===== config.mk =====
export PLATFORM = sky130hd
export DESIGN_NAME = layer0_maxpool
export DESIGN_NICKNAME = d
export VERILOG_FILES = /design/src/rtl/layer0_pkg.sv /design/src/rtl/int8x8_max.sv /design/src/rtl/layer0_maxpool.sv
export SDC_FILE = /design/constraint.sdc
export NUM_CORES = 1
export LEC_CHECK = 0
export CAP_MARGIN = 30
export CELL_PAD_IN_SITES_DETAIL_PLACEMENT = 1
export CELL_PAD_IN_SITES_GLOBAL_PLACEMENT = 1
export CORE_MARGIN = 3
export CORE_UTILIZATION = 44
export CTS_CLUSTER_SIZE = 16
export DETAILED_ROUTE_END_ITERATION = 16
export GPL_TIMING_DRIVEN = 1
export PLACE_DENSITY = 0.75
export SYNTH_ARGS = -nofsm -noshare
export SYNTH_HDL_FRONTEND = slang
export SYNTH_SLANG_ARGS = --single-unit

===== constraint.sdc =====
create_clock -name sclk -period 6.25 [get_ports sclk]
set_input_delay 0.9375 -clock sclk [delete_from_list [all_inputs] [get_ports sclk]]
set_output_delay 0.9375 -clock sclk [all_outputs]
set_load 0.02 [all_outputs]

===== src/rtl/layer0_pkg.sv =====
// Shared types and sizes for the layer-0 datapath: 8 signed int8 lanes per 64-bit beat.
package layer0_pkg;
  localparam int LANES  = 8;
  localparam int LANE_W = 8;
  localparam int BEAT_W = LANES * LANE_W;

  typedef logic signed [LANE_W-1:0] int8_t;
  typedef int8_t [LANES-1:0] lane_vec_t;

  function automatic int8_t max_s8(input int8_t a, input int8_t b);
    return (a > b) ? a : b;
  endfunction
endpackage


===== src/rtl/int8x8_max.sv =====
// Combinational lane-wise signed maximum of two 8x int8 beats.
module int8x8_max
  import layer0_pkg::*;
(
  input  logic [BEAT_W-1:0] a,
  input  logic [BEAT_W-1:0] b,
  output logic [BEAT_W-1:0] y
);
  lane_vec_t a_v;
  lane_vec_t b_v;
  lane_vec_t y_v;

  assign a_v = a;
  assign b_v = b;
  assign y   = y_v;

  always_comb begin
    y_v = '0;
    for (int k = 0; k < LANES; k++) begin
      y_v[k] = max_s8(a_v[k], b_v[k]);
    end
  end
endmodule


===== src/rtl/layer0_maxpool.sv =====
// 2x2 / stride-2 max pooling over a row-major int8x8 pixel stream; one output
// register stage, ready/valid on both sides, frame length checked against s_last.
module layer0_maxpool
  import layer0_pkg::*;
#(
  parameter int IMG_W = 8,
  parameter int IMG_H = 4
) (
  input  logic              sclk,
  input  logic              s_rst,
  input  logic [BEAT_W-1:0] s_data,
  input  logic              s_valid,
  input  logic              s_last,
  output logic              s_ready,
  output logic [BEAT_W-1:0] m_data,
  output logic              m_valid,
  output logic              m_last,
  input  logic              m_ready,
  output logic              frame_err
);
  localparam int BW    = (IMG_W > 2) ? $clog2(IMG_W / 2) : 1;
  localparam int CW    = BW + 1;
  localparam int RW    = (IMG_H > 2) ? $clog2(IMG_H) : 1;
  localparam int DEPTH = 1 << BW;
  localparam logic [CW-1:0] COL_LAST = CW'(IMG_W - 1);
  localparam logic [RW-1:0] ROW_LAST = RW'(IMG_H - 1);

  logic [CW-1:0]     col;
  logic [RW-1:0]     row;
  logic [BEAT_W-1:0] hold;
  logic [BEAT_W-1:0] lbuf [DEPTH];
  logic [BEAT_W-1:0] hmax_p0;
  logic [BEAT_W-1:0] vmax_p0;
  logic              xfer_p0;
  logic              at_final_p0;
  logic              err_p0;
  logic              pair_p0;
  logic              load_p0;

  // Stage p0: input transfer, horizontal and vertical reduction
  assign s_ready     = !m_valid || m_ready;
  assign xfer_p0     = s_valid && s_ready;
  assign at_final_p0 = (col == COL_LAST) && (row == ROW_LAST);
  assign err_p0      = xfer_p0 && (s_last != at_final_p0);
  assign pair_p0     = xfer_p0 && col[0];
  assign load_p0     = pair_p0 && row[0];

  int8x8_max u_hmax (
    .a (hold),
    .b (s_data),
    .y (hmax_p0)
  );

  int8x8_max u_vmax (
    .a (lbuf[col[BW:1]]),
    .b (hmax_p0),
    .y (vmax_p0)
  );

  always_ff @(posedge sclk) begin
    if (s_rst) begin
      col       <= '0;
      row       <= '0;
      hold      <= '0;
      m_valid   <= 1'b0;
      m_last    <= 1'b0;
      m_data    <= '0;
      frame_err <= 1'b0;
    end else begin
      frame_err <= err_p0;
      if (xfer_p0) begin
        // A length mismatch resynchronises so the next beat starts a new frame
        if (err_p0 || at_final_p0) begin
          col <= '0;
          row <= '0;
        end else if (col == COL_LAST) begin
          col <= '0;
          row <= row + 1'b1;
        end else begin
          col <= col + 1'b1;
        end
        if (!col[0]) hold <= s_data;
      end
      // Stage p1: output register, loading takes priority over draining
      if (load_p0) begin
        m_valid <= 1'b1;
        m_data  <= vmax_p0;
        m_last  <= at_final_p0;
      end else if (m_ready) begin
        m_valid <= 1'b0;
      end
    end
  end

  // Even rows write, odd rows read, so an entry is never written and read together
  always_ff @(posedge sclk) begin
    if (pair_p0 && !row[0]) lbuf[col[BW:1]] <= hmax_p0;
  end
endmodule


==> flow_summary.rst <==
.. list-table::
   :header-rows: 1

   * - Metric
     - Value
   * - Dominant cell type by area after synthesis
     - sky130_fd_sc_hd__edfxtp_1
   * - Top routing layer in use
     - met5
   * - Count of cell instances traversed by the critical path
     - 16
   * - Biggest area contributors in the synthesized netlist
     - sky130_fd_sc_hd__edfxtp_1 42%, sky130_fd_sc_hd__dfxtp_1 15%, sky130_fd_sc_hd__ha_1 8.9%
   * - Detail-routed net length per standard cell
     - 20.5 um
   * - GPL Wtd Cong
     - 0.800
   * - Remaining max-slew budget at the tightest pin
     - 37.0%
   * - Post-detailed-route count of antenna-violating nets
     - 0
   * - #FFs+latches synth
     - 394
   * - Average via count per standard cell
     - 5.60
   * - Sequential element share of the synthesized area
     - 57.0%
   * - Antenna violations before repair
     - 2
   * - Summed instance area of the synthesized netlist
     - 0.0183 sq mm
   * - Actual slew at the worst max-slew pin
     - 0.945 ns
   * - Detailed-route via count
     - 12,200
   * - Critical path class
     - input port to register
   * - Area inside the core boundary
     - 0.0410 sq mm
   * - Post-layout minimum cycle time
     - 4.37 ns
   * - Maximum level of the CTS H-tree
     - 2
   * - Largest fanout on the critical path
     - 8
   * - Synth unique cells
     - 51
   * - Post CTS Setup Buffer Count
     - 0
   * - Starting utilization of the core area
     - 44.7%
   * - Std cell rows
     - 74
   * - Count of flip-flops with a built-in enable after synthesis
     - 256
   * - Worst setup margin
     - 1.88 ns
   * - Worst Reg2Reg Path Length in Cells
     - 13
   * - Count of final max-slew check failures
     - 0
   * - Clock insertion delay at the later pin of the skew report
     - 0.55 ns
   * - YS warnings
     - 0
   * - 1st-pass router iterations
     - 5
   * - Number of top-level pins
     - 137
   * - Post-cts gate resize count
     - 0
   * - Required time reported for the critical path endpoint
     - 6.65 ns
   * - Power per Cell Area
     - 275 mW/mm^2
   * - Clk slew on worst S/H paths
     - 0.06 ns
   * - Cell count after synthesis
     - 1,468
   * - CTS tree
     - done
   * - Gate family responsible for the most delay along the worst path
     - compound AO/OA/AOI/OAI gates
   * - Port Buffers
     - 136
   * - Post-synth top area share
     - 41.9%
   * - Commonest non-fill, non-tap cell in the layout
     - sky130_fd_sc_hd__edfxtp_1
   * - Static leakage
     - 0.00833 uW
   * - Status
     - finished, final reports clean
   * - Final Hold Viols
     - 0
   * - Number of endpoints failing setup at the final stage
     - 0
   * - Post-detailed-routing wire length
     - 44,900 um
   * - Placement-stage worst setup slack
     - 1.31 ns
   * - Number of nets in the layout
     - 1,821
   * - Clk sinks
     - 394
   * - Largest net degree at the start of global routing
     - 65
   * - Mean instance size in the synthesized netlist
     - 12.5 sq um
   * - Setup TNS
     - 0 ns
   * - Met2 routed wirelength
     - 22,400 um
   * - Number of DRC violations after detailed routing
     - 0
   * - Worst hold path class
     - register to register
   * - RSZ-0062 raised after global routing
     - no
   * - Die boundary width
     - 210 um
   * - Worst setup EP type
     - register
   * - Total clock buffers created by CTS
     - 43
   * - # hold bufs at CTS
     - 0
   * - Routed length on met3
     - 1780 um
   * - Root Driver
     - sky130_fd_sc_hd__clkbuf_16
   * - Share of the clock period used by the worst path
     - 70.0%
   * - Die Footprint
     - 0.0442 sq mm
   * - Layout area overhead
     - 18.5%
   * - Synthesized net count
     - 1,668
   * - Filler cell count in the final layout
     - 4,149
   * - Clk buf depth
     - 3
   * - Cell count of the worst hold path
     - 2
   * - Height of the chip
     - 210 um
   * - Max rail drop VDD
     - 0.000161 V
   * - Standard cell with the maximum stage delay on the critical path
     - sky130_fd_sc_hd__clkdlybuf4s50_1
   * - Sum of net half-perimeters after detailed placement
     - 30,700 um
   * - Total routed wire length on the met1 layer
     - 19,700 um
   * - Global-route wire length before repair
     - 71,700 um
   * - Total Routing Usage GR
     - 20.4%
   * - Aggregate global routing overflow
     - 0
   * - Delay of the slowest critical-path stage
     - 0.59 ns
   * - Reported max-cap violation count
     - 0
   * - Commonest cells after routing, fill and taps aside
     - 256 x sky130_fd_sc_hd__edfxtp_1, 192 x sky130_fd_sc_hd__nand2_1, 175 x sky130_fd_sc_hd__inv_1
   * - Crit path buf inv count
     - 3
   * - Layout cells sized above 1
     - 9.85%
   * - Critical Path AT
     - 4.77 ns
   * - Number of global-route vias before repair
     - 13,300
   * - Worst clock skew on the final layout
     - 0.0119 ns
   * - Fmax
     - 229 MHz
   * - Share of synthesized registers carrying an async set or reset
     - 0%
   * - Final core occ
     - 53.0%
   * - Iteration-0 DRC Markers
     - 644
   * - Nature of the critical path startpoint
     - input port
   * - Main flop type after synthesis
     - sky130_fd_sc_hd__edfxtp_1
   * - Critical Path, Cell by Cell
     - clkdlybuf4s50_1 -> inv_1 -> ha_1 -> nand4_1 -> o32ai_1 -> a31oi_1 -> a21oi_4 -> mux2i_1 -> inv_1 -> ha_1 -> and4_1 -> a41oi_1 -> a21oi_1 -> a21oi_1 -> nand2b_1 -> o221ai_1
worst reg2reg max path, stage by stage (launching register included):
cell and delay [ns]:
sky130_fd_sc_hd__dfxtp_1 0.34, sky130_fd_sc_hd__ha_1 0.32, sky130_fd_sc_hd__nand4_1 0.14, sky130_fd_sc_hd__o32ai_1 0.32, sky130_fd_sc_hd__a31oi_1 0.12, sky130_fd_sc_hd__a21oi_4 0.34
sky130_fd_sc_hd__mux2i_1 0.36, sky130_fd_sc_hd__ha_1 0.31, sky130_fd_sc_hd__and4_1 0.21, sky130_fd_sc_hd__a41oi_1 0.28, sky130_fd_sc_hd__o211ai_1 0.11, sky130_fd_sc_hd__a21oi_1 0.53
sky130_fd_sc_hd__a22oi_1 0.16, sky130_fd_sc_hd__o21ai_0 0.11
final timing paths:
check / start / end / slack (ns)
max reg2reg: hold[31]$_SDFFE_PP0P_ / m_data[31]$_SDFFE_PP0P_ / 2.52
min: m_last$_SDFFE_PP0P_ / m_last$_SDFFE_PP0P_ / 0.47
min reg2reg: m_last$_SDFFE_PP0P_ / m_last$_SDFFE_PP0P_ / 0.47
max: s_data[55] / m_data[50]$_SDFFE_PP0P_ / 1.88
power by group:
group | switching, uW | total [uW] | leakage, uW | internal, uW
clock network | 994 | 2390 | 0.000650 | 1400
registers | 27.0 | 2880 | 0.00346 | 2850
logic | 428 | 706 | 0.00422 | 278
total | 1450 | 5980 | 0.00833 | 4530
per-stage QoR:
stage	hold WS, ns	instance area, sq um	instances	total power, uW
global placement	0.449	20300	2103	3600
CTS	0.471	21700	2185	6060
floorplan	0.449	18300	1468	3400
finish	0.465	21700	2187	5980
detailed placement	0.453	20400	2107	3640
global route	0.488	21700	2187	6250
sequential cells by signal, indices dropped and copies added, names as in the netlist, named ones only:
register and flops:
lbuf 256, hold 64, m_data 64, col 3
row 2, frame_err 1, m_last 1, m_valid 1
routing by layer:
| metal | vias up | global-route usage, % |
|---|---|---|
| met5 | - | 0 |
| met4 | 2 | 5.37 |
| met3 | 72 | 3.53 |
| met2 | 222 | 36.2 |
| met1 | 6194 | 26.1 |
| li1 | 5752 | - |
final cells by class:
cell class / count / area (sq um) / area share, %
multi-input combinational: 854 / 7070 / 32.5
clock inverter: 15 / 97.6 / 0.449
sequential: 394 / 10500 / 48.1
antenna: 1 / 2.50 / 0.0115
inverter: 175 / 657 / 3.02
tap: 532 / 666 / 3.06
clock buffer: 63 / 1220 / 5.63
timing repair buffer: 153 / 1570 / 7.22
cells by family (layout without fill, tap and decap cells):
kind of cell	after synthesis	after routing	share of synthesized area, %
DFF	394	394	57.0
muxes	131	131	11.4
xor gates and xnor gates	1	1	0.0477
and+or+nand+nor	282	282	6.71
buffers and inverters	220	406	4.73
adders and majority gates	131	131	8.93
other	0	1	0
AOI/OAI and AO/OA	309	309	11.2
cell usage after synthesis, types with 2 or more instances:
cell,instances
sky130_fd_sc_hd__a21o_1,16
sky130_fd_sc_hd__a21oi_1,95
sky130_fd_sc_hd__a21oi_2,3
sky130_fd_sc_hd__a21oi_4,7
sky130_fd_sc_hd__a221oi_1,12
sky130_fd_sc_hd__a22oi_1,51
sky130_fd_sc_hd__a2bb2oi_1,4
sky130_fd_sc_hd__a31oi_1,9
sky130_fd_sc_hd__a41oi_1,10
sky130_fd_sc_hd__and4_1,4
sky130_fd_sc_hd__buf_1,5
sky130_fd_sc_hd__buf_2,16
sky130_fd_sc_hd__buf_4,4
sky130_fd_sc_hd__clkbuf_1,19
sky130_fd_sc_hd__dfxtp_1,138
sky130_fd_sc_hd__edfxtp_1,256
sky130_fd_sc_hd__ha_1,131
sky130_fd_sc_hd__inv_1,175
sky130_fd_sc_hd__mux2_2,2
sky130_fd_sc_hd__mux2i_1,67
sky130_fd_sc_hd__mux4_2,62
sky130_fd_sc_hd__nand2_1,192
sky130_fd_sc_hd__nand2b_1,9
sky130_fd_sc_hd__nand3_1,7
sky130_fd_sc_hd__nand4_1,14
sky130_fd_sc_hd__nor2_1,29
sky130_fd_sc_hd__nor2b_1,8
sky130_fd_sc_hd__nor3_1,6
sky130_fd_sc_hd__nor4b_1,3
sky130_fd_sc_hd__o211ai_1,13
sky130_fd_sc_hd__o21ai_0,42
sky130_fd_sc_hd__o21ai_1,18
sky130_fd_sc_hd__o221ai_1,16
sky130_fd_sc_hd__o32ai_1,7
sky130_fd_sc_hd__or3_1,2
Note: power is estimated with default switching activity, not from simulation.
